File: config.mk
export PLATFORM = sky130hd
export DESIGN_NAME = pixel_pack_writer
export DESIGN_NICKNAME = d
export VERILOG_FILES = /design/src/rtl/pixel_pack_pkg.sv /design/src/rtl/pixel_pack_writer_if.sv /design/src/rtl/pixel_pack_writer_sram_write_fsm.sv /design/src/rtl/pixel_pack_writer.sv
export SDC_FILE = /design/constraint.sdc
export NUM_CORES = 1
export LEC_CHECK = 0
export ABC_AREA = 1
export CORE_MARGIN = 8
export CORE_UTILIZATION = 39
export DETAILED_ROUTE_END_ITERATION = 10
export PLACE_DENSITY = 0.66
export SETUP_SLACK_MARGIN = 0.02
export SYNTH_ARGS = -nofsm -noshare
export SYNTH_HDL_FRONTEND = slang
export SYNTH_SLANG_ARGS = --single-unit
File: constraint.sdc
create_clock -name rpi_pixel_clock -period 2.19 [get_ports rpi_pixel_clock]
set_clock_uncertainty 0.1 [all_clocks]
set_input_delay 0.438 -clock rpi_pixel_clock [delete_from_list [all_inputs] [get_ports rpi_pixel_clock]]
set_output_delay 0.438 -clock rpi_pixel_clock [all_outputs]
set_load 0.02 [all_outputs]
File: src/rtl/pixel_pack_pkg.sv
// Shared types and helper constants for the pixel pack writer.
// Holds the SRAM write FSM state encoding and the per-frame byte geometry helpers.
package pixel_pack_pkg;

    typedef enum logic [1:0] {
        ST_IDLE   = 2'd0,
        ST_SETUP  = 2'd1,
        ST_STROBE = 2'd2,
        ST_HOLD   = 2'd3
    } wr_state_t;

    function automatic int bytes_per_line(input int h_active, input int scale_shift);
        return (h_active >> scale_shift) / 8;
    endfunction

    function automatic int frame_bytes(input int bpl, input int v_active, input int scale_shift);
        return bpl * (v_active >> scale_shift);
    endfunction

endpackage

File: src/rtl/pixel_pack_writer_if.sv
// SRAM write bus produced by the write FSM: address, data, tristate enable, strobe, busy.
// master = the FSM driving the bus, slave = whatever consumes it.
interface pixel_pack_writer_if #(
    parameter int ADDR_W = 18
);
    logic [ADDR_W-1:0] sram_addr;
    logic [7:0]        sram_data;
    logic              sram_drive;
    logic              sram_we_n;
    logic              busy;

    modport master (
        output sram_addr, sram_data, sram_drive, sram_we_n, busy
    );

    modport slave (
        input sram_addr, sram_data, sram_drive, sram_we_n, busy
    );
endinterface

File: src/rtl/pixel_pack_writer_sram_write_fsm.sv
// Four-phase SRAM write sequencer; latches one byte and address from IDLE and walks
// SETUP -> STROBE -> HOLD with all bus outputs registered.
//
//   state  | meaning
//   IDLE   | bus released, ready to accept a byte
//   SETUP  | addr/data driven, we_n high
//   STROBE | we_n low for exactly one cycle
//   HOLD   | addr/data still driven, we_n high again
module sram_write_fsm
    import pixel_pack_pkg::*;
#(
    parameter int ADDR_W = 18
) (
    input  logic              clk,
    input  logic              rst,
    input  logic              i_byte_valid,
    input  logic [ADDR_W-1:0] i_byte_addr,
    input  logic [7:0]        i_byte_data,
    pixel_pack_writer_if.master bus
);

    wr_state_t         r_state;
    logic [ADDR_W-1:0] r_addr;
    logic [7:0]        r_data;
    logic              r_drive;
    logic              r_we_n;
    logic              r_busy;

    always_ff @(posedge clk) begin
        if (rst) begin
            r_state <= ST_IDLE;
            r_addr  <= '0;
            r_data  <= '0;
            r_drive <= 1'b0;
            r_we_n  <= 1'b1;
            r_busy  <= 1'b0;
        end else begin
            case (r_state)
                ST_IDLE: begin
                    if (i_byte_valid) begin
                        r_state <= ST_SETUP;
                        r_addr  <= i_byte_addr;
                        r_data  <= i_byte_data;
                        r_drive <= 1'b1;
                        r_we_n  <= 1'b1;
                        r_busy  <= 1'b1;
                    end
                end
                ST_SETUP: begin
                    r_state <= ST_STROBE;
                    r_we_n  <= 1'b0;
                end
                ST_STROBE: begin
                    r_state <= ST_HOLD;
                    r_we_n  <= 1'b1;
                end
                ST_HOLD: begin
                    r_state <= ST_IDLE;
                    r_drive <= 1'b0;
                    r_busy  <= 1'b0;
                end
                default: begin
                    r_state <= ST_IDLE;
                    r_drive <= 1'b0;
                    r_we_n  <= 1'b1;
                    r_busy  <= 1'b0;
                end
            endcase
        end
    end

    assign bus.sram_addr  = r_addr;
    assign bus.sram_data  = r_data;
    assign bus.sram_drive = r_drive;
    assign bus.sram_we_n  = r_we_n;
    assign bus.busy       = r_busy;

endmodule

File: src/rtl/pixel_pack_writer.sv
// Decimates the RPi colour bit stream, packs 8 samples MSB-first per byte and writes them
// to SRAM through sram_write_fsm. Optional sticky overflow flag: define OVERFLOW_FLAG_EN.
module pixel_pack_writer
    import pixel_pack_pkg::*;
#(
    parameter int H_ACTIVE    = 800,
    parameter int V_ACTIVE    = 600,
    parameter int SCALE_SHIFT = 2,
    parameter int ADDR_W      = 18
) (
    input  logic              rpi_pixel_clock,
    input  logic              rst,
    input  logic              rec,
    input  logic              b_in,
    input  logic              display_en,
    input  logic [11:0]       h_count,
    input  logic [11:0]       v_count,
    output logic [ADDR_W-1:0] sram_addr,
    output logic [7:0]        sram_data,
    output logic              sram_drive,
    output logic              sram_we_n,
    output logic              busy,
    output logic              overflow
);

    localparam int                BYTES_PER_LINE = bytes_per_line(H_ACTIVE, SCALE_SHIFT);
    localparam int                FRAME_BYTES    = frame_bytes(BYTES_PER_LINE, V_ACTIVE, SCALE_SHIFT);
    localparam logic [ADDR_W-1:0] LAST_ADDR      = ADDR_W'(FRAME_BYTES - 1);
    localparam logic [11:0]       SUB_MASK       = 12'((1 << SCALE_SHIFT) - 1);

    pixel_pack_writer_if #(.ADDR_W(ADDR_W)) bus_if ();

    logic [6:0]        r_pack;
    logic [2:0]        r_bit_cnt;
    logic [ADDR_W-1:0] r_addr;

    logic              w_frame_start;
    logic              w_sample;
    logic              w_byte_done;
    logic              w_drop;
    logic              w_write_req;
    logic [7:0]        w_byte;
    logic [ADDR_W-1:0] w_byte_addr;

    assign w_frame_start = (h_count == 12'd0) && (v_count == 12'd0);
    assign w_sample      = display_en && !rec
                         && ((h_count & SUB_MASK) == 12'd0) && ((v_count & SUB_MASK) == 12'd0)
                         && (32'(h_count) < H_ACTIVE) && (32'(v_count) < V_ACTIVE);
    assign w_byte_done   = w_sample && (r_bit_cnt == 3'd7);
    assign w_byte        = {r_pack, b_in};
    // A byte finishing on the frame-start cycle still belongs at address 0.
    assign w_byte_addr   = w_frame_start ? '0 : r_addr;
    assign w_drop        = w_byte_done && bus_if.busy;
    assign w_write_req   = w_byte_done && !w_drop;

    always_ff @(posedge rpi_pixel_clock) begin
        if (rst) begin
            r_pack    <= '0;
            r_bit_cnt <= '0;
            r_addr    <= '0;
        end else begin
            if (w_sample) begin
                r_pack <= {r_pack[5:0], b_in};
            end
            if (w_byte_done) begin
                r_bit_cnt <= '0;
                r_addr    <= (w_byte_addr == LAST_ADDR) ? '0 : w_byte_addr + 1'b1;
            end else begin
                if (w_frame_start) begin
                    r_addr <= '0;
                end
                if (w_sample) begin
                    r_bit_cnt <= w_frame_start ? 3'd1 : r_bit_cnt + 3'd1;
                end else if (rec || w_frame_start) begin
                    r_bit_cnt <= '0;
                end
            end
        end
    end

    sram_write_fsm #(.ADDR_W(ADDR_W)) u_fsm (
        .clk          (rpi_pixel_clock),
        .rst          (rst),
        .i_byte_valid (w_write_req),
        .i_byte_addr  (w_byte_addr),
        .i_byte_data  (w_byte),
        .bus          (bus_if.master)
    );

    assign sram_addr  = bus_if.sram_addr;
    assign sram_data  = bus_if.sram_data;
    assign sram_drive = bus_if.sram_drive;
    assign sram_we_n  = bus_if.sram_we_n;
    assign busy       = bus_if.busy;

`ifdef OVERFLOW_FLAG_EN
    logic r_overflow;

    always_ff @(posedge rpi_pixel_clock) begin
        if (rst) begin
            r_overflow <= 1'b0;
        end else if (w_drop) begin
            r_overflow <= 1'b1;
        end
    end

    assign overflow = r_overflow;
`else
    assign overflow = 1'b0;
`endif

endmodule

==> results.toml, run 1 <==
[run_status]
outcome = "complete, no violations"

[critical_path]
rr_startpoint = "r_bit_cnt[0]$_SDFFE_PP0P_"
crit-reg2reg-capture = "r_addr[17]$_SDFF_PP0_"
crit_path_cell_trace = "dlygate4sd2_1 -> nor2_2 -> nand3_2 -> buf_4 -> buf_4 -> nor2_2 -> nand2_2 -> nor2_4 -> buf_12 -> nand3_4 -> inv_6 -> buf_12 -> nor2_1 -> a211oi_2"
worstSetupPathType = "input pin to register"
cp_top_family = "buffers and inverters"
cp_data_required_time_ns = 2.35
worstSetupStartpointType = "input pin"
reg2regPathDepth = 10
worst_path_largest_cell_delay_ns = 0.23
critical_path_buf_inv_count = 6
worst-path-stages = 14
cp_data_arrival_time_ns = 2.25
largest_fanout_on_the_critical_path = 21
reg2reg_setup_slack_ns = 0.41
cp_slowest_cell = "sky130_fd_sc_hd__dlygate4sd2_1"
worst_setup_path_end_kind = "register"

[sta]
fin_crit_sh_pct = 95.15
timing_max_transition_violations_final = 0
final.hold.worst_slack_ns = 0.3655
setup_tns_ns = 0
setup_slack_ns = 0.1063
fmax_ghz = 0.4799
final_setup_viols = 0
post-route-min-period_ns = 2.084
final-hold-violation-count = 0
rsz0062_at_grt = "true"

[yosys]
synthMuxAreaShare_pct = 0
synth_top_cell_by_area = "sky130_fd_sc_hd__dfxtp_1"
postSynthAreaPerCell_um2 = 7.281
synth-edff-count = 0
synth_largest_type_area_fraction_pct = 39.97
synthAdderAreaFrac_pct = 3.445
synthCells = 399
post_synth_most_frequent_cells = "sky130_fd_sc_hd__nor2_1, sky130_fd_sc_hd__nand2_1, sky130_fd_sc_hd__dfxtp_1"
ys_warn_count = 0
ys_ff_latch = 58
synth-xor-area-share_pct = 0.9044
seq_area_frac_synth_pct = 39.97
postSynthNetCount = 436
ys.flop_type = "sky130_fd_sc_hd__dfxtp_1"
synth_top_family_by_area = "simple AND/OR/NAND/NOR gates"
synth.lib_cells_used.distinct = 34
async_flop_share_pct = 0
synth_simple_gate_area_share_pct = 30.40
yosys.cell_count.top_type = "sky130_fd_sc_hd__nor2_1"
syn_area_mm2 = 0.002905
synth_compound_gate_area_share_pct = 15.63
netlist_top_cells_area = "sky130_fd_sc_hd__dfxtp_1, sky130_fd_sc_hd__nor2_1, sky130_fd_sc_hd__nand2_1, sky130_fd_sc_hd__inv_1, sky130_fd_sc_hd__a211oi_2"

[global_route]
grt_antenna_before_repair = 0
grt.met2_usage_pct = 27.99
met3_track_usage_gr_pct = 4.496
pin_count_of_the_biggest_net_entering_global_routing = 25
grt_pass1_vias = 2907
overflow = 0
busiest_layer = "met2"
grt.met1_usage_pct = 17.89
wire_length_of_the_first_global_routing_pass_um = 13190
gr-usage-all-layers_pct = 15.97

[finish]
final_core_utilization_pct = 61.05
final-seq-area_mm2 = 0.001161
flow.area_growth_from_synthesis_pct = 52.41
design.final.nets = 556
antenna_cells = 0
multi_input_comb_area_mm2 = 0.001624
num-fill-cells = 652
final_cell_area_mm2 = 0.004428
post_route_cells_drive_above_1_share_pct = 25.95

[floorplanning]
core-area_mm2 = 0.007253
initial_utilization_pct = 40.06
fp.dieH_um = 102.3
placement_rows = 31
design.die.area_mm2 = 0.01047
die_width_um = 102.3
io_pins = 59

[worst_hold_path]
holdCritPathClass = "register to register"
hold_end = "r_bit_cnt[2]$_SDFFE_PP0P_"
holdCritStartpoint = "r_bit_cnt[2]$_SDFFE_PP0P_"
hold_path_depth = 2

[drt]
post_drt_wl_per_cell_um = 13.18
drt-vias-per-instance = 4.708
drtPass1Iterations = 6
drc_errors = 0
ant_nets = 0
detail_route.iter0.violations = 166
via_count = 2933
wirelength_um = 8209

[placement]
dp.final_hpwl_um = 5926
pre_cts_ws_ns = -0.4643
dpl_cell_area_mm2 = 0.003976
io_buffers = 57
gp_routability_congestion = 0.8933

[clocking]
clock_tree.root_cell = "sky130_fd_sc_hd__clkbuf_8"
cts-buffers-inserted = 9
path_clk_slew_ns = 0.07
clockBufferDepth = 2
cts.sink_count = 58
clock_insertion_delay_worst_skew_ns = 0.34
cts_tree = "yes"
ctsHtreeMaxLevel = 3

[pwr]
ir_worst_vdd_v = 0.0003920
power.density_mw_per_mm2 = 518.7
power.static_leakage_nw = 1.809

[run]
cap_viol_max_count = 0
## routing by layer
metal  wire (µm)  up-vias  part of all wire [%]
li1            -     1523                     -
met1        3626     1339                    44
met2        4036       60                    49
met3         430       11                   5.2
met4         115        0                   1.4
met5           0        -                     0
## layout make-up
type | count | area share [%]
timing repair buffer | 122 | 24.84
tap | 99 | 2.797
multi-input combinational | 279 | 36.68
inverter | 49 | 4.323
clock inverter | 6 | 2.034
clock buffer | 10 | 3.108
sequential | 58 | 26.22
## cells by family after synthesis
kind of cell    count (synthesis)
simple gates                  199
compound gates                 68
buf+inv                        62
flops                          58
fa+ha+maj                       8
xor+xnor                        3
other cells                     1
## worst min-delay path, cell delays in order, from the launching register on
cell	delay, ns
sky130_fd_sc_hd__dfxtp_1	0.32
sky130_fd_sc_hd__nand2_1	0.06
sky130_fd_sc_hd__a21oi_1	0.05
## worst max-delay path by stage
stage,startpoint,end
2_1_floorplan,v_count[1],r_addr[12]$_SDFF_PP0_
3_3_place_gp,h_count[1],r_addr[13]$_SDFF_PP0_
3_5_place_dp,h_count[1],r_addr[17]$_SDFF_PP0_
4_1_cts,h_count[4],r_addr[10]$_SDFF_PP0_
5_1_grt,v_count[10],r_addr[9]$_SDFF_PP0_
6_report,v_count[10],u_fsm.bus.sram_addr[13]$_SDFFE_PP0P_
## cells in the final DEF, fill, tap and decap left out, types with 10 or more instances in the layout
master                            instances
sky130_fd_sc_hd__dfxtp_1                 58
sky130_fd_sc_hd__nand3_1                 22
sky130_fd_sc_hd__clkdlybuf4s50_1         32
sky130_fd_sc_hd__o21ai_0                 19
sky130_fd_sc_hd__clkbuf_8                10
sky130_fd_sc_hd__buf_4                   60
sky130_fd_sc_hd__a21oi_1                 25
sky130_fd_sc_hd__nor2_1                  74
sky130_fd_sc_hd__dlygate4sd2_1           18
sky130_fd_sc_hd__inv_1                   46
sky130_fd_sc_hd__nand2_1                 57
sky130_fd_sc_hd__a211oi_2                12
## flip-flops by register name, indices dropped and copies added, names as in the netlist
| signal | flops |
|---|---|
| r_addr | 18 |
| r_bit_cnt | 3 |
| r_pack | 7 |
| u_fsm.bus.busy | 1 |
| u_fsm.bus.sram_addr | 18 |
| u_fsm.bus.sram_data | 8 |
| u_fsm.bus.sram_we_n | 1 |
| u_fsm.r_state | 2 |
## metrics by stage
| step | std cells | power [mW] |
|---|---|---|
| after floorplan | 399 | 1.126 |
| after global placement | 598 | 1.204 |
| after detailed placement | 598 | 1.205 |
| after CTS | 618 | 2.311 |
| after global routing | 623 | 2.378 |
| final | 623 | 2.297 |
## timing repair
action,in CTS,in global routing
hold buffers,0,0
gates resized for setup,39,32
endpoints found under the setup margin,17,18
hold endpoints to repair,0,0
gates cloned,0,1
buffers inserted,4,4
pin swaps,32,24
## where the power goes
| part | switching, mW | total [mW] | internal (mW) |
|---|---|---|---|
| clock network | 0.449 | 1.12 | 0.670 |
| registers | 0.0000426 | 1.05 | 1.05 |
| logic | 0.0620 | 0.123 | 0.0611 |
(Power assumes the default switching activity.)
==> run 2: changes to the inputs <==
--- a/config.mk
+++ b/config.mk
@@ -9,7 +9,7 @@
 export CORE_MARGIN = 8
 export CORE_UTILIZATION = 39
 export DETAILED_ROUTE_END_ITERATION = 10
-export PLACE_DENSITY = 0.66
+export PLACE_DENSITY = 0.64
 export SETUP_SLACK_MARGIN = 0.02
 export SYNTH_ARGS = -nofsm -noshare
 export SYNTH_HDL_FRONTEND = slang
==> results.toml, run 2 (same netlist as run 1, synthesis figures left out) <==
[run_status]
outcome = "complete, no violations"

[worst_hold_path]
holdCritPathClass = "register to register"

[floorplanning]
io_pins = 59
core-area_mm2 = 0.007253
fp.dieH_um = 102.3
placement_rows = 31
die_width_um = 102.3
initial_utilization_pct = 40.06
design.die.area_mm2 = 0.01047

[sta]
timing_max_transition_violations_final = 0
post-route-min-period_ns = 2.025
rsz0062_at_grt = "true"
final_setup_viols = 0
final-hold-violation-count = 0
fin_crit_sh_pct = 92.47
setup_tns_ns = 0
fmax_ghz = 0.4938

[finish]
design.final.nets = 554
final_cell_area_mm2 = 0.004282
layout_common_cells = "sky130_fd_sc_hd__nor2_1, sky130_fd_sc_hd__buf_4, sky130_fd_sc_hd__nand2_1, sky130_fd_sc_hd__dfxtp_1, sky130_fd_sc_hd__inv_1"
final_core_utilization_pct = 59.03
flow.area_growth_from_synthesis_pct = 47.37
antenna_cells = 0
post_route_cells_drive_above_1_share_pct = 26.05
most_common_cell_after_layout_fill_and_taps_aside = "sky130_fd_sc_hd__nor2_1"

[drt]
detail_route.iter0.violations = 96
via_count = 2930
drtPass1Iterations = 4
wirelength_um = 7844
drc_errors = 0
ant_nets = 0
post_drt_wl_per_cell_um = 12.63
drt-vias-per-instance = 4.718

[pwr]
power.internal_mw = 1.699
share_of_total_power_in_sequential_cells_pct = 48.3
pwr-share-clk_pct = 46.0
power.density_mw_per_mm2 = 509.7
total_switching_power_mw = 0.4830
combinationalPowerShare_pct = 5.7
ir_worst_vdd_v = 0.0004941
power.static_leakage_nw = 1.787
netSwitchingFraction_pct = 22.13

[clocking]
ctsHtreeMaxLevel = 3
clock_tree.root_cell = "sky130_fd_sc_hd__clkbuf_8"
cts_tree = "yes"
clock_insertion_delay_worst_skew_ns = 0.34
cts.sink_count = 58
clockBufferDepth = 2
path_clk_slew_ns = 0.06
cts_hold_buf = 0
cts-buffers-inserted = 9

[placement]
gp_routability_congestion = 0.8668
io_buffers = 57
dpl_cell_area_mm2 = 0.003939
dp.final_hpwl_um = 5937

[critical_path]
largest_fanout_on_the_critical_path = 3
worstSetupPathType = "input pin to register"
cp_data_arrival_time_ns = 2.14
worstSetupStartpointType = "input pin"
cp_data_required_time_ns = 2.30
worst_setup_path_end_kind = "register"

[global_route]
wire_length_of_the_first_global_routing_pass_um = 12900
pin_count_of_the_biggest_net_entering_global_routing = 33
gr-usage-all-layers_pct = 15.55
grt_pass1_vias = 2882
grt_antenna_before_repair = 0
overflow = 0

[run]
cap_viol_max_count = 0
[run 2: cell types whose count changed in the layout (fill, tap and decap cells not counted), sizes merged]
cell / delta
dlygate4sd2: -15
clkdlybuf4s15: +9
clkbuf: +6
clkinv: +4
clkinvlp: -3
buf: -1
bufinv: -1
clkdlybuf4s50: +1
dlymetal6s2s: -1
inv: -1
[run 2: timing repair]
action,4_1_cts,5_1_grt
setup buffers,8,5
setup endpoints to repair,15,19
hold endpoints to repair,0,0
resized for setup,33,39
pin swaps,23,26
[run 2: path summary, 6_finish.rpt]
kind | slack, ns | depth (start not counted) | from | end
setup / recovery | 0.16 | 16 | h_count[5] | r_addr[8]$_SDFF_PP0_
hold / removal | 0.37 | 2 | r_bit_cnt[2]$_SDFFE_PP0P_ | r_bit_cnt[2]$_SDFFE_PP0P_
setup reg to reg | 0.31 | 9 | r_bit_cnt[0]$_SDFFE_PP0P_ | r_addr[11]$_SDFF_PP0_
hold reg to reg | 0.37 | 2 | r_bit_cnt[2]$_SDFFE_PP0P_ | r_bit_cnt[2]$_SDFFE_PP0P_
[run 2: worst max-delay path, stage by stage]
cell and delay (ns):
sky130_fd_sc_hd__dlygate4sd2_1 0.20, sky130_fd_sc_hd__inv_2 0.04, sky130_fd_sc_hd__nand2_2 0.08, sky130_fd_sc_hd__nor3_4 0.04, sky130_fd_sc_hd__nand3_2 0.10, sky130_fd_sc_hd__nand2_4 0.08, sky130_fd_sc_hd__buf_6 0.12, sky130_fd_sc_hd__inv_1 0.07
sky130_fd_sc_hd__ha_2 0.19, sky130_fd_sc_hd__nand2_2 0.06, sky130_fd_sc_hd__nand3b_1 0.20, sky130_fd_sc_hd__buf_4 0.18, sky130_fd_sc_hd__nor3_4 0.14, sky130_fd_sc_hd__nand3_1 0.09, sky130_fd_sc_hd__nand2_1 0.06, sky130_fd_sc_hd__a21oi_1 0.05
[run 2: final cells by class]
class | instances | area, µm²
fillers | 701 | 2972
multi-input cells | 279 | 1567
flip-flops and latches | 58 | 1161
repair buffers | 120 | 1041
inverters | 49 | 185.2
clock buffers | 11 | 151.4
well taps | 99 | 123.9
clock inverters | 5 | 52.55
[run 2: layer usage]
| metal | share of wire (%) | routed length, µm | track usage (%) | vias up |
|---|---|---|---|---|
| li1 | - | - | - | 1512 |
| met1 | 43 | 3348 | 17.17 | 1334 |
| met2 | 49 | 3860 | 27.09 | 71 |
| met3 | 6.1 | 479 | 5.041 | 13 |
| met4 | 2.0 | 156 | 5.756 | 0 |
| met5 | 0 | 0 | 0 | - |
[run 2: per-stage QoR]
stage	worst slack [ns]	power [mW]	hold slack, ns	std cells
floorplan	0.02573	1.126	0.3429	399
global placement	-0.4272	1.204	0.3471	593
detailed placement	-0.4644	1.205	0.3603	593
CTS	0.03689	2.198	0.3705	617
global route	-0.002756	2.266	0.3929	621
finish	0.1650	2.182	0.3731	621
[run 2: power by group through the flow]
stage | Combinational (mW) | Sequential (mW) | Clock (mW)
finish | 0.123 | 1.05 | 1.00
CTS | 0.117 | 1.05 | 1.03
global placement | 0.125 | 1.08 | 0
global route | 0.135 | 1.05 | 1.08
detailed placement | 0.126 | 1.08 | 0
floorplan | 0.0476 | 1.08 | 0
